File: config.mk
export PLATFORM = sky130hd
export DESIGN_NAME = seq_mul_reconstruct_flat
export DESIGN_NICKNAME = d
export VERILOG_FILES = /design/src/rtl/divider_pkg.sv /design/src/rtl/seq_mul_reconstruct_if.sv /design/src/rtl/approx_add16.sv /design/src/rtl/seq_mul_reconstruct.sv /design/src/flat_wrapper.sv
export SDC_FILE = /design/constraint.sdc
export NUM_CORES = 1
export LEC_CHECK = 0
export CAP_MARGIN = 5
export CORE_ASPECT_RATIO = 0.8
export CORE_MARGIN = 3
export CORE_UTILIZATION = 57
export DETAILED_ROUTE_END_ITERATION = 8
export GPL_TIMING_DRIVEN = 1
export PLACE_DENSITY = 0.86
export SETUP_SLACK_MARGIN = 0.3
export SLEW_MARGIN = 15
export SYNTH_ARGS = -nofsm -noshare
export SYNTH_HDL_FRONTEND = slang
export SYNTH_SLANG_ARGS = --single-unit
File: constraint.sdc
create_clock -name clk -period 4.5 [get_ports clk]
set_clock_uncertainty 0.05 [all_clocks]
set_input_delay 1.35 -clock clk [delete_from_list [all_inputs] [get_ports clk]]
set_output_delay 1.35 -clock clk [all_outputs]
set_load 0.05 [all_outputs]
File: src/rtl/divider_pkg.sv
// ============================================================================
//  Module      : divider_pkg
//  Description : Shared definitions for the approximate-divider accuracy path.
//                Holds the datapath widths, the FSM state encoding and the
//                legal upper bound for the number of approximate adder bits.
//  Revision    : 1.0  initial release
// ============================================================================
`default_nettype none

package divider_pkg;

    localparam int DIV_W      = 8;   // quotient / divisor / remainder width
    localparam int ACC_W      = 16;  // reconstructed dividend width
    localparam int APPROX_MAX = 8;   // largest legal APPROX_BITS

    typedef enum logic [1:0] {
        ST_IDLE = 2'd0,
        ST_BUSY = 2'd1,
        ST_DONE = 2'd2
    } state_e;

endpackage

`default_nettype wire

File: src/rtl/seq_mul_reconstruct_if.sv
// ============================================================================
//  Module      : seq_mul_reconstruct_if
//  Description : Operand/result handshake bundle for seq_mul_reconstruct.
//                master : producer/consumer side (drives operands, out_ready)
//                slave  : the reconstruct block itself
//  Ports       : in_valid/in_ready + q, y, r   operand channel
//                out_valid/out_ready + p        result channel
//                busy                           block is iterating
//  Revision    : 1.0  initial release
// ============================================================================
`default_nettype none

interface seq_mul_reconstruct_if;
    import divider_pkg::*;

    logic             in_valid;
    logic             in_ready;
    logic [DIV_W-1:0] q;
    logic [DIV_W-1:0] y;
    logic [DIV_W-1:0] r;
    logic             out_valid;
    logic             out_ready;
    logic [ACC_W-1:0] p;
    logic             busy;

    modport master (
        output in_valid, q, y, r, out_ready,
        input  in_ready, out_valid, p, busy
    );

    modport slave (
        input  in_valid, q, y, r, out_ready,
        output in_ready, out_valid, p, busy
    );

endinterface

`default_nettype wire

File: src/rtl/approx_add16.sv
// ============================================================================
//  Module      : approx_add16
//  Description : Combinational 16-bit adder whose low APPROX_BITS positions
//                are replaced by a bitwise OR. No carry leaves the OR region,
//                so the upper slice adds with carry-in 0. Carry out of the
//                top bit is discarded.
//  Ports       : i_a, i_b  addends
//                o_sum     approximate sum
//  Revision    : 1.0  initial release
// ============================================================================
`default_nettype none

module approx_add16
    import divider_pkg::*;
#(
    parameter int unsigned APPROX_BITS = 0
) (
    input  wire logic [ACC_W-1:0] i_a,
    input  wire logic [ACC_W-1:0] i_b,
    output logic      [ACC_W-1:0] o_sum
);

    generate
        if (APPROX_BITS == 0) begin : g_exact
            assign o_sum = i_a + i_b;
        end else begin : g_approx
            assign o_sum[APPROX_BITS-1:0] = i_a[APPROX_BITS-1:0] | i_b[APPROX_BITS-1:0];
            assign o_sum[ACC_W-1:APPROX_BITS] = i_a[ACC_W-1:APPROX_BITS]
                                              + i_b[ACC_W-1:APPROX_BITS];
        end
    endgenerate

endmodule

`default_nettype wire

File: src/rtl/seq_mul_reconstruct.sv
// ============================================================================
//  Module      : seq_mul_reconstruct
//  Description : Sequential shift-add multiply-accumulate, p = q*y + r.
//                Rebuilds the dividend from divider outputs so the divider
//                error can be measured. One multiplier bit is consumed per
//                cycle over 8 BUSY cycles; the accumulator starts at r.
//  Ports       : clk    rising-edge clock
//                rst_n  synchronous active-low reset
//                bus    seq_mul_reconstruct_if.slave (operands, result, busy)
//  Revision    : 1.0  initial release
// ============================================================================
`default_nettype none

module seq_mul_reconstruct
    import divider_pkg::*;
#(
    parameter int unsigned APPROX_BITS = 0
) (
    input  wire logic             clk,
    input  wire logic             rst_n,
    seq_mul_reconstruct_if.slave  bus
);

    localparam logic [1:0] c_ST_IDLE = ST_IDLE;
    localparam logic [1:0] c_ST_BUSY = ST_BUSY;
    localparam logic [1:0] c_ST_DONE = ST_DONE;

    generate
        if (APPROX_BITS > APPROX_MAX) begin : g_bad_approx_bits
            $error("seq_mul_reconstruct: APPROX_BITS must be in 0..8");
        end
    endgenerate

    logic [1:0]       r_state;
    logic [2:0]       r_count;
    logic [DIV_W-1:0] r_q;
    logic [DIV_W-1:0] r_y;
    logic [ACC_W-1:0] r_acc;

    logic [ACC_W-1:0] w_addend;
    logic [ACC_W-1:0] w_sum;

    // Partial product for the current multiplier bit.
    assign w_addend = {{(ACC_W-DIV_W){1'b0}}, r_y} << r_count;

    approx_add16 #(
        .APPROX_BITS (APPROX_BITS)
    ) u_add (
        .i_a   (r_acc),
        .i_b   (w_addend),
        .o_sum (w_sum)
    );

    always_ff @(posedge clk) begin
        if (!rst_n) begin
            r_state <= c_ST_IDLE;
            r_count <= 3'd0;
            r_q     <= '0;
            r_y     <= '0;
            r_acc   <= '0;
        end else begin
            case (r_state)
                c_ST_IDLE: begin
                    if (bus.in_valid) begin
                        r_q     <= bus.q;
                        r_y     <= bus.y;
                        r_acc   <= {{(ACC_W-DIV_W){1'b0}}, bus.r};
                        r_count <= 3'd0;
                        r_state <= c_ST_BUSY;
                    end
                end
                c_ST_BUSY: begin
                    if (r_q[r_count]) begin
                        r_acc <= w_sum;
                    end
                    r_count <= r_count + 3'd1;
                    if (r_count == 3'd7) begin
                        r_state <= c_ST_DONE;
                    end
                end
                c_ST_DONE: begin
                    // Return to IDLE only; the next accept needs a full
                    // cycle with in_ready high.
                    if (bus.out_ready) begin
                        r_state <= c_ST_IDLE;
                    end
                end
                default: begin
                    r_state <= c_ST_IDLE;
                end
            endcase
        end
    end

    assign bus.in_ready  = (r_state == c_ST_IDLE);
    assign bus.busy      = (r_state == c_ST_BUSY);
    assign bus.out_valid = (r_state == c_ST_DONE);
    assign bus.p         = r_acc;

endmodule

`default_nettype wire

File: src/flat_wrapper.sv
// flat-port wrapper written by rule: the top's interface ports become plain ports
module seq_mul_reconstruct_flat import divider_pkg::*;
#(
    parameter int unsigned APPROX_BITS = 0
)
  (clk, rst_n, bus_in_valid, bus_q, bus_y, bus_r, bus_out_ready, bus_in_ready, bus_out_valid, bus_p, bus_busy);
  seq_mul_reconstruct_if bus_i ();
  input  wire logic clk;
  input  wire logic rst_n;
  input wire logic [$bits(bus_i.in_valid)-1:0] bus_in_valid;
  input wire logic [$bits(bus_i.q)-1:0] bus_q;
  input wire logic [$bits(bus_i.y)-1:0] bus_y;
  input wire logic [$bits(bus_i.r)-1:0] bus_r;
  input wire logic [$bits(bus_i.out_ready)-1:0] bus_out_ready;
  output wire logic [$bits(bus_i.in_ready)-1:0] bus_in_ready;
  output wire logic [$bits(bus_i.out_valid)-1:0] bus_out_valid;
  output wire logic [$bits(bus_i.p)-1:0] bus_p;
  output wire logic [$bits(bus_i.busy)-1:0] bus_busy;
  assign bus_i.in_valid = bus_in_valid;
  assign bus_i.q = bus_q;
  assign bus_i.y = bus_y;
  assign bus_i.r = bus_r;
  assign bus_i.out_ready = bus_out_ready;
  assign bus_in_ready = bus_i.in_ready;
  assign bus_out_valid = bus_i.out_valid;
  assign bus_p = bus_i.p;
  assign bus_busy = bus_i.busy;
  seq_mul_reconstruct #(.APPROX_BITS(APPROX_BITS)) u_core (.clk(clk), .rst_n(rst_n), .bus(bus_i));
endmodule
==> flow_metrics.env, run 1 <==
export IMPL_status="finished clean"
export IMPL_critical_path_arrival_ns=2.34
export IMPL_numCtsBuffers=5
export IMPL_floorplan_die_area_sq_um=5280
export IMPL_post_synth_inst_count=316
export IMPL_clock_power_share_pct=31.7
export IMPL_worst_slew_pin_slew_ns=0.747
export IMPL_comb_power_share_pct=25.5
export IMPL_wl_per_cell_um=14.9
export IMPL_layout_cell_area_non_filler_sq_um=3090
export IMPL_timing_critical_path_from="u_core.r_state[1]"
export IMPL_detail_route_vias_per_cell=5.90
export IMPL_clkSinkCount=37
export IMPL_critPathLaunchType="register"
export IMPL_route_antenna_remaining_nets=0
export IMPL_critical_path_max_stage_delay_ns=0.89
export IMPL_rsz0062_at_grt="false"
export IMPL_crit_type="reg2out"
export IMPL_end_kind="output port"
export IMPL_layout_min_cycle_time_ns=3.74
export IMPL_finalNetCount=399
export IMPL_min_path_type="reg2reg"
export IMPL_fmax_ghz=0.267
export IMPL_maximum_number_of_pins_on_one_net_before_global_route_repair=21
export IMPL_grtUsageTotal_pct=24.4
export IMPL_internal_power_uw=602
export IMPL_max_slew_margin_pct=50.1
export IMPL_antenna_diode_count=0
export IMPL_power_leakage_uw=0.00122
export IMPL_fp_row_count=21
export IMPL_vias=2417
export IMPL_dr_first_iter_drc_count=154
export IMPL_placedCellCount=403
export IMPL_synth_area_per_cell_sq_um=8.01
export IMPL_antenna_violations_before_repair=0
export IMPL_insertion_delay_ns=0.29
export IMPL_yosys_warnings=0
export IMPL_drt_pre_antenna_iters=4
export IMPL_dpl_hpwl_um=4680
export IMPL_timing_hold_worst_start="u_core.r_q[1]"
export IMPL_drc_errors=0
export IMPL_switching_power_uw=264
export IMPL_highest_delay_cell_along_the_critical_path="sky130_fd_sc_hd__clkdlybuf4s50_1"
export IMPL_layout_cells_non_filler=410
export IMPL_ioPinCount=47
export IMPL_worst_ir_drop_vdd_mv=0.186
export IMPL_cts_htree_levels=2
export IMPL_port_buffers=46
export IMPL_gp_congestion=0.863
export IMPL_flow_area_growth_from_synthesis_pct=22.2
export IMPL_placedInstanceArea_sq_um=2990
export IMPL_timing_final_setup_violations=0
export IMPL_synth_ff_type="sky130_fd_sc_hd__dfxtp_1"
export IMPL_cap_viol_max_count=0
export IMPL_ctsLongestPathBuffers=2
export IMPL_switching_share_pct=30.5
export IMPL_grt_overflow=0
export IMPL_fin_setup_tns_ns=0
export IMPL_postRouteWirelength_um=6120
export IMPL_finalHoldViolCount=0
export IMPL_async_reset_ff_share_pct=0
export IMPL_mapped_cell_area_sq_um=2530
export IMPL_sequential_share_of_the_synthesized_area_pct=29.2
export IMPL_final_cell_mix="sky130_fd_sc_hd__nand2_1, sky130_fd_sc_hd__clkdlybuf4s50_1, sky130_fd_sc_hd__dfxtp_1"
export IMPL_coreArea_sq_um=4230
export IMPL_horizontal_extent_of_the_die_um=80.5
export IMPL_ys_types=50
export IMPL_worstPathMaxFanout=16
export IMPL_period_share_pct=83.2
export IMPL_postCtsSetupBuffers=0
export IMPL_path_buf_inv=2
export IMPL_die_height_um=65.6
export IMPL_timing_max_transition_violations_final=0
export IMPL_critical_path_cell_chain="nand2b_1 > inv_1 > clkdlybuf4s50_1"
export IMPL_cts_tree="done"
export IMPL_final_core_utilization_pct=73.1
export IMPL_number_of_global_route_vias_before_repair=2157
export IMPL_post_cts_resized=0
export IMPL_sequential_share_of_power_pct=42.7
export IMPL_cpLargestDelayFamily="buffers and inverters"
export IMPL_power_density_cell_area_nw_per_um2=280
export IMPL_hold_slack_ns=0.416
export IMPL_hold_buffers=0
export IMPL_synth_edf_count=0
export IMPL_global_route_wire_length_before_repair_um=10100
export IMPL_postSynthNetCount=362
export IMPL_crit_reg2reg_launch="u_core.r_count[1]"
export IMPL_start_util_pct=59.9
export IMPL_mostFrequentLayoutCell="sky130_fd_sc_hd__nand2_1"
export IMPL_cts_root_buf="sky130_fd_sc_hd__clkbuf_8"
export IMPL_post_route_cells_drive_above_1_share_pct=6.23
export IMPL_critical_path_required_ns=3.10
export IMPL_flip_flop_and_latch_count_after_synthesis=37
export IMPL_clk_pin_slew_worst_paths_ns=0.07
Yosys cell counts (4+ instances only):
master	n	area share (%)
sky130_fd_sc_hd__nand2_1	71	11
sky130_fd_sc_hd__dfxtp_1	37	29
sky130_fd_sc_hd__a21boi_0	19	5.6
sky130_fd_sc_hd__ha_1	17	8.4
sky130_fd_sc_hd__o21ai_0	17	3.4
sky130_fd_sc_hd__a21oi_1	14	2.8
sky130_fd_sc_hd__clkbuf_1	13	1.9
sky130_fd_sc_hd__nor2_1	13	1.9
sky130_fd_sc_hd__mux2i_1	12	4.7
sky130_fd_sc_hd__nand3_1	12	2.4
sky130_fd_sc_hd__xnor2_1	8	2.8
sky130_fd_sc_hd__and2_1	6	1.5
sky130_fd_sc_hd__mux2_2	6	2.7
sky130_fd_sc_hd__a211oi_1	4	1.2
sky130_fd_sc_hd__and3_1	4	0.99
sky130_fd_sc_hd__nand4_1	4	0.99
sky130_fd_sc_hd__nor3_1	4	0.79
sky130_fd_sc_hd__o211a_1	4	1.6
sky130_fd_sc_hd__o211ai_1	4	1.2
sky130_fd_sc_hd__o22ai_1	4	0.99
cells by family after synthesis:
logic type,count (synthesis),synth area share (%)
xor gates and xnor gates,9,3.11
adders and majority gates,18,9.19
AOI/OAI and AO/OA,82,21.6
DFF,37,29.2
muxes,19,8.30
and+or+nand+nor,130,24.6
buffers and inverters,21,3.95
power by group through the flow:
stage | Clock [uW] | Sequential [uW] | Combinational (uW)
2_1_floorplan | 0 | 400 | 125
3_3_place_gp | 0 | 376 | 212
3_5_place_dp | 0 | 378 | 219
4_1_cts | 278 | 370 | 220
5_1_grt | 290 | 373 | 239
6_report | 275 | 370 | 221
worst reg2reg max path: cells and delay by family, from the launching register on:
family / cells / cell delay [ns]
compound gates: 4 / 0.80
fa+ha+maj: 1 / 0.38
flops: 1 / 0.79
mux: 2 / 0.54
simple gates: 3 / 0.70
flip-flops by register name, indices dropped and copies added (netlist names):
register / flops
u_core.bus.p: 16
u_core.r_q: 8
u_core.r_y: 8
u_core.r_count: 3
u_core.r_state: 2
through the flow:
stage,worst slack [ns],total power (uW)
finish,0.757,866
global route,0.610,902
detailed placement,1.10,596
CTS,0.783,869
floorplan,1.60,525
global placement,1.17,588
routing by layer:
layer	vias to the layer above	part of all wire (%)	track usage, %
met1	1080	46	32.5
li1	1203	-	-
met3	19	7.2	5.62
met4	0	2.4	8.65
met2	115	44	38.5
met5	-	0	0
worst paths after layout:
check                                   endpoint  slack (ns)  cells after the start
worst max-delay path                    bus_busy        0.76                      3
worst min-delay path               u_core.r_q[1]        0.42                      2
worst max register to register  u_core.bus.p[14]        1.19                     10
worst min register to register     u_core.r_q[1]        0.42                      2
final cells by class:
class                   instances  area [sq um]
well taps                      57          71.3
multi-input cells             258          1690
inverters                       3          11.3
fillers                       337          1140
repair buffers                 48           475
flip-flops and latches         37           741
clock buffers                   5          68.8
clock inverters                 2          35.0
No activity file was read; power rests on OpenSTA's default activity.
==> inputs of run 2 (changes only) <==
- CORE_UTILIZATION: 57 -> 48
- PLACE_DENSITY: 0.86 -> 0.77
- clock period: 4.5 -> 3 ns (I/O delays scaled with it)
==> run 2 against run 1 <==
Global-route usage down 3.5 points. Sequential power increased by 50%. Critical path type is now reg2reg. Die area up 17%. Via count grew 0.70%. Setup slack got worse by 0.53 ns. Final cell count increased by 6.6%. Largest cell class unchanged.
==> flow_metrics.env, run 2 (synthesis gave the netlist of run 1 again) <==
export IMPL_end_kind="register"
export IMPL_gp_congestion=0.906
export IMPL_critical_path_required_ns=3.18
export IMPL_finalNetCount=422
export IMPL_highest_layer="met4"
export IMPL_cts_root_buf="sky130_fd_sc_hd__clkbuf_8"
export IMPL_worstPathMaxFanout=7
export IMPL_cpMostUsedCell="sky130_fd_sc_hd__a21oi_2"
export IMPL_grtUsageTotal_pct=20.9
export IMPL_min_delay_path_depth=2
export IMPL_reg2regPathDepth=12
export IMPL_ioPinCount=47
export IMPL_period_share_pct=92.4
export IMPL_finalHoldViolCount=0
export IMPL_layout_min_cycle_time_ns=2.77
export IMPL_whs_endpoint="u_core.r_q[0]"
export IMPL_die_height_um=71.0
export IMPL_min_path_type="reg2reg"
export IMPL_wl_per_cell_um=15.2
export IMPL_status="finished clean"
export IMPL_crit_reg2reg_launch="u_core.r_count[1]"
export IMPL_fp_row_count=22
export IMPL_crit_type="reg2reg"
export IMPL_final_core_utilization_pct=71.5
export IMPL_hold_slack_ns=0.415
export IMPL_fmax_ghz=0.361
export IMPL_post_route_cells_drive_above_1_share_pct=20.7
export IMPL_critical_path_arrival_ns=2.95
export IMPL_antenna_violations_before_repair=0
export IMPL_placedCellCount=416
export IMPL_dpl_hpwl_um=4700
export IMPL_start_util_pct=52.3
export IMPL_hold_buffers=0
export IMPL_antenna_diode_count=0
export IMPL_timing_max_transition_violations_final=0
export IMPL_power_density_cell_area_nw_per_um2=379
export IMPL_horizontal_extent_of_the_die_um=87.2
export IMPL_largest_register_ffs=16
export IMPL_flow_area_growth_from_synthesis_pct=36.7
export IMPL_cap_viol_max_count=0
export IMPL_rsz0062_at_grt="true"
export IMPL_dr_first_iter_drc_count=101
export IMPL_layout_cells_non_filler=437
export IMPL_placedInstanceArea_sq_um=3080
export IMPL_postRouteWirelength_um=6660
export IMPL_ctsLongestPathBuffers=2
export IMPL_global_route_wire_length_before_repair_um=10600
export IMPL_critical_path_cell_chain="buf_6 > mux2i_2 > mux2_4 > mux2i_1 > ha_1 > a21oi_2 > nand3_2 > o211ai_1 > buf_4 > a21oi_2 > or4b_1 > nand3_1"
export IMPL_drt_pre_antenna_iters=4
export IMPL_critPathLaunchType="register"
export IMPL_coreArea_sq_um=4840
export IMPL_number_of_global_route_vias_before_repair=2249
export IMPL_met2_length_um=3080
export IMPL_layout_cell_area_non_filler_sq_um=3460
export IMPL_grt_overflow=0
export IMPL_clk_pin_slew_worst_paths_ns=0.08
export IMPL_cts_tree="done"
export IMPL_clkSinkCount=37
export IMPL_drc_errors=0
export IMPL_floorplan_die_area_sq_um=6190
export IMPL_final_cell_mix="sky130_fd_sc_hd__nand2_1, sky130_fd_sc_hd__clkdlybuf4s50_1, sky130_fd_sc_hd__dfxtp_1"
export IMPL_timing_hold_worst_start="u_core.r_q[0]"
export IMPL_insertion_delay_ns=0.29
export IMPL_critical_path_max_stage_delay_ns=0.47
export IMPL_route_layer_met1_wl_um=3250
export IMPL_port_buffers=46
export IMPL_vias=2434
export IMPL_worst_ir_drop_vdd_mv=0.312
export IMPL_post_layout_total_power_uw=1310
export IMPL_power_leakage_uw=0.00136
export IMPL_reg2reg_slack_ns=0.23
export IMPL_route_antenna_remaining_nets=0
export IMPL_worst_slew_pin_slew_ns=0.556
export IMPL_route_met3_wl_um=314
export IMPL_highest_delay_cell_along_the_critical_path="sky130_fd_sc_hd__or4b_1"
export IMPL_cts_htree_levels=2
export IMPL_max_slew_margin_pct=62.9
export IMPL_numCtsBuffers=5
export IMPL_fillers=386
export IMPL_detail_route_vias_per_cell=5.57
export IMPL_maximum_number_of_pins_on_one_net_before_global_route_repair=20
export IMPL_mostFrequentLayoutCell="sky130_fd_sc_hd__nand2_1"
export IMPL_timing_final_setup_violations=0
export IMPL_critical_path_reg2reg_endpoint="u_core.bus.p[14]"
==> run 2: cell count changes in the layout (fill, tap and decap cells not counted), sizes merged <==
cell | previous run | this run
buf | 2 | 26
clkinvlp | 0 | 2
bufinv | 1 | 0
clkbuf | 5 | 6
clkdlybuf4s50 | 46 | 45
clkinv | 1 | 0
==> run 2: critical path, delay by kind of cell, from the launching register on <==
kind / cells / cell delay, ns
buffers and inverters: 2 / 0.29
and+or+nand+nor: 3 / 0.63
AOI/OAI and AO/OA: 3 / 0.45
DFF: 1 / 0.37
adders and majority gates: 1 / 0.33
muxes: 3 / 0.59
==> run 2: worst max-delay path by stage <==
stage	startpoint	endpoint	slack, ns	cells after the start
6_report	u_core.r_count[1]	u_core.bus.p[14]	0.23	12
5_1_grt	u_core.r_count[1]	u_core.bus.p[14]	0.10	12
4_1_cts	u_core.r_count[1]	u_core.bus.p[14]	0.30	12
3_5_place_dp	u_core.r_count[1]	u_core.bus.p[13]	-0.03	11
3_3_place_gp	u_core.r_count[1]	u_core.bus.p[13]	0.09	11
2_1_floorplan	u_core.r_count[1]	u_core.bus.p[14]	0.30	12
==> run 2: through the flow <==
step	setup TNS, ns	setup WS, ns
3_5_place_dp	-0.0329	-0.0329
6_report	0	0.228
4_1_cts	0	0.301
2_1_floorplan	0	0.300
5_1_grt	0	0.104
3_3_place_gp	0	0.0940
==> run 2: where the power goes <==
| group | internal, uW | switching, uW | leakage, uW |
|---|---|---|---|
| sequential | 520 | 33.9 | 0.000304 |
| clock | 164 | 187 | 0.0000374 |
| combinational | 191 | 217 | 0.00102 |
==> run 2: area by class of cell <==
type / count / area (sq um) / share of cell area [%]
clock buffers: 6 / 72.6 / 2.10
clock inverters: 2 / 15.0 / 0.434
inverters: 3 / 11.3 / 0.325
multi-input cells: 258 / 1880 / 54.2
flip-flops and latches: 37 / 748 / 21.6
well taps: 60 / 75.1 / 2.17
repair buffers: 71 / 662 / 19.1
==> run 2: repair_timing <==
item / 4_1_cts / 5_1_grt
endpoints found under the setup margin: 7 / 9
setup buffers: 9 / 4
pin swaps: 12 / 14
endpoints found under the hold margin: 0 / 0
gates resized for setup: 18 / 27
==> run 2: routing by layer <==
metal,up-vias,global-route usage (%)
met2,49,33.9
met3,2,4.31
met5,-,0
li1,1242,-
met1,1141,29.2
met4,0,3.24
==> inputs of run 3 (changes only) <==
- ABC_CLOCK_PERIOD_IN_PS: default -> 3000
- SLEW_MARGIN: 15 -> default
==> results of run 3 <==
No change in the layout: final DEF, timing and power equal those of run 2.
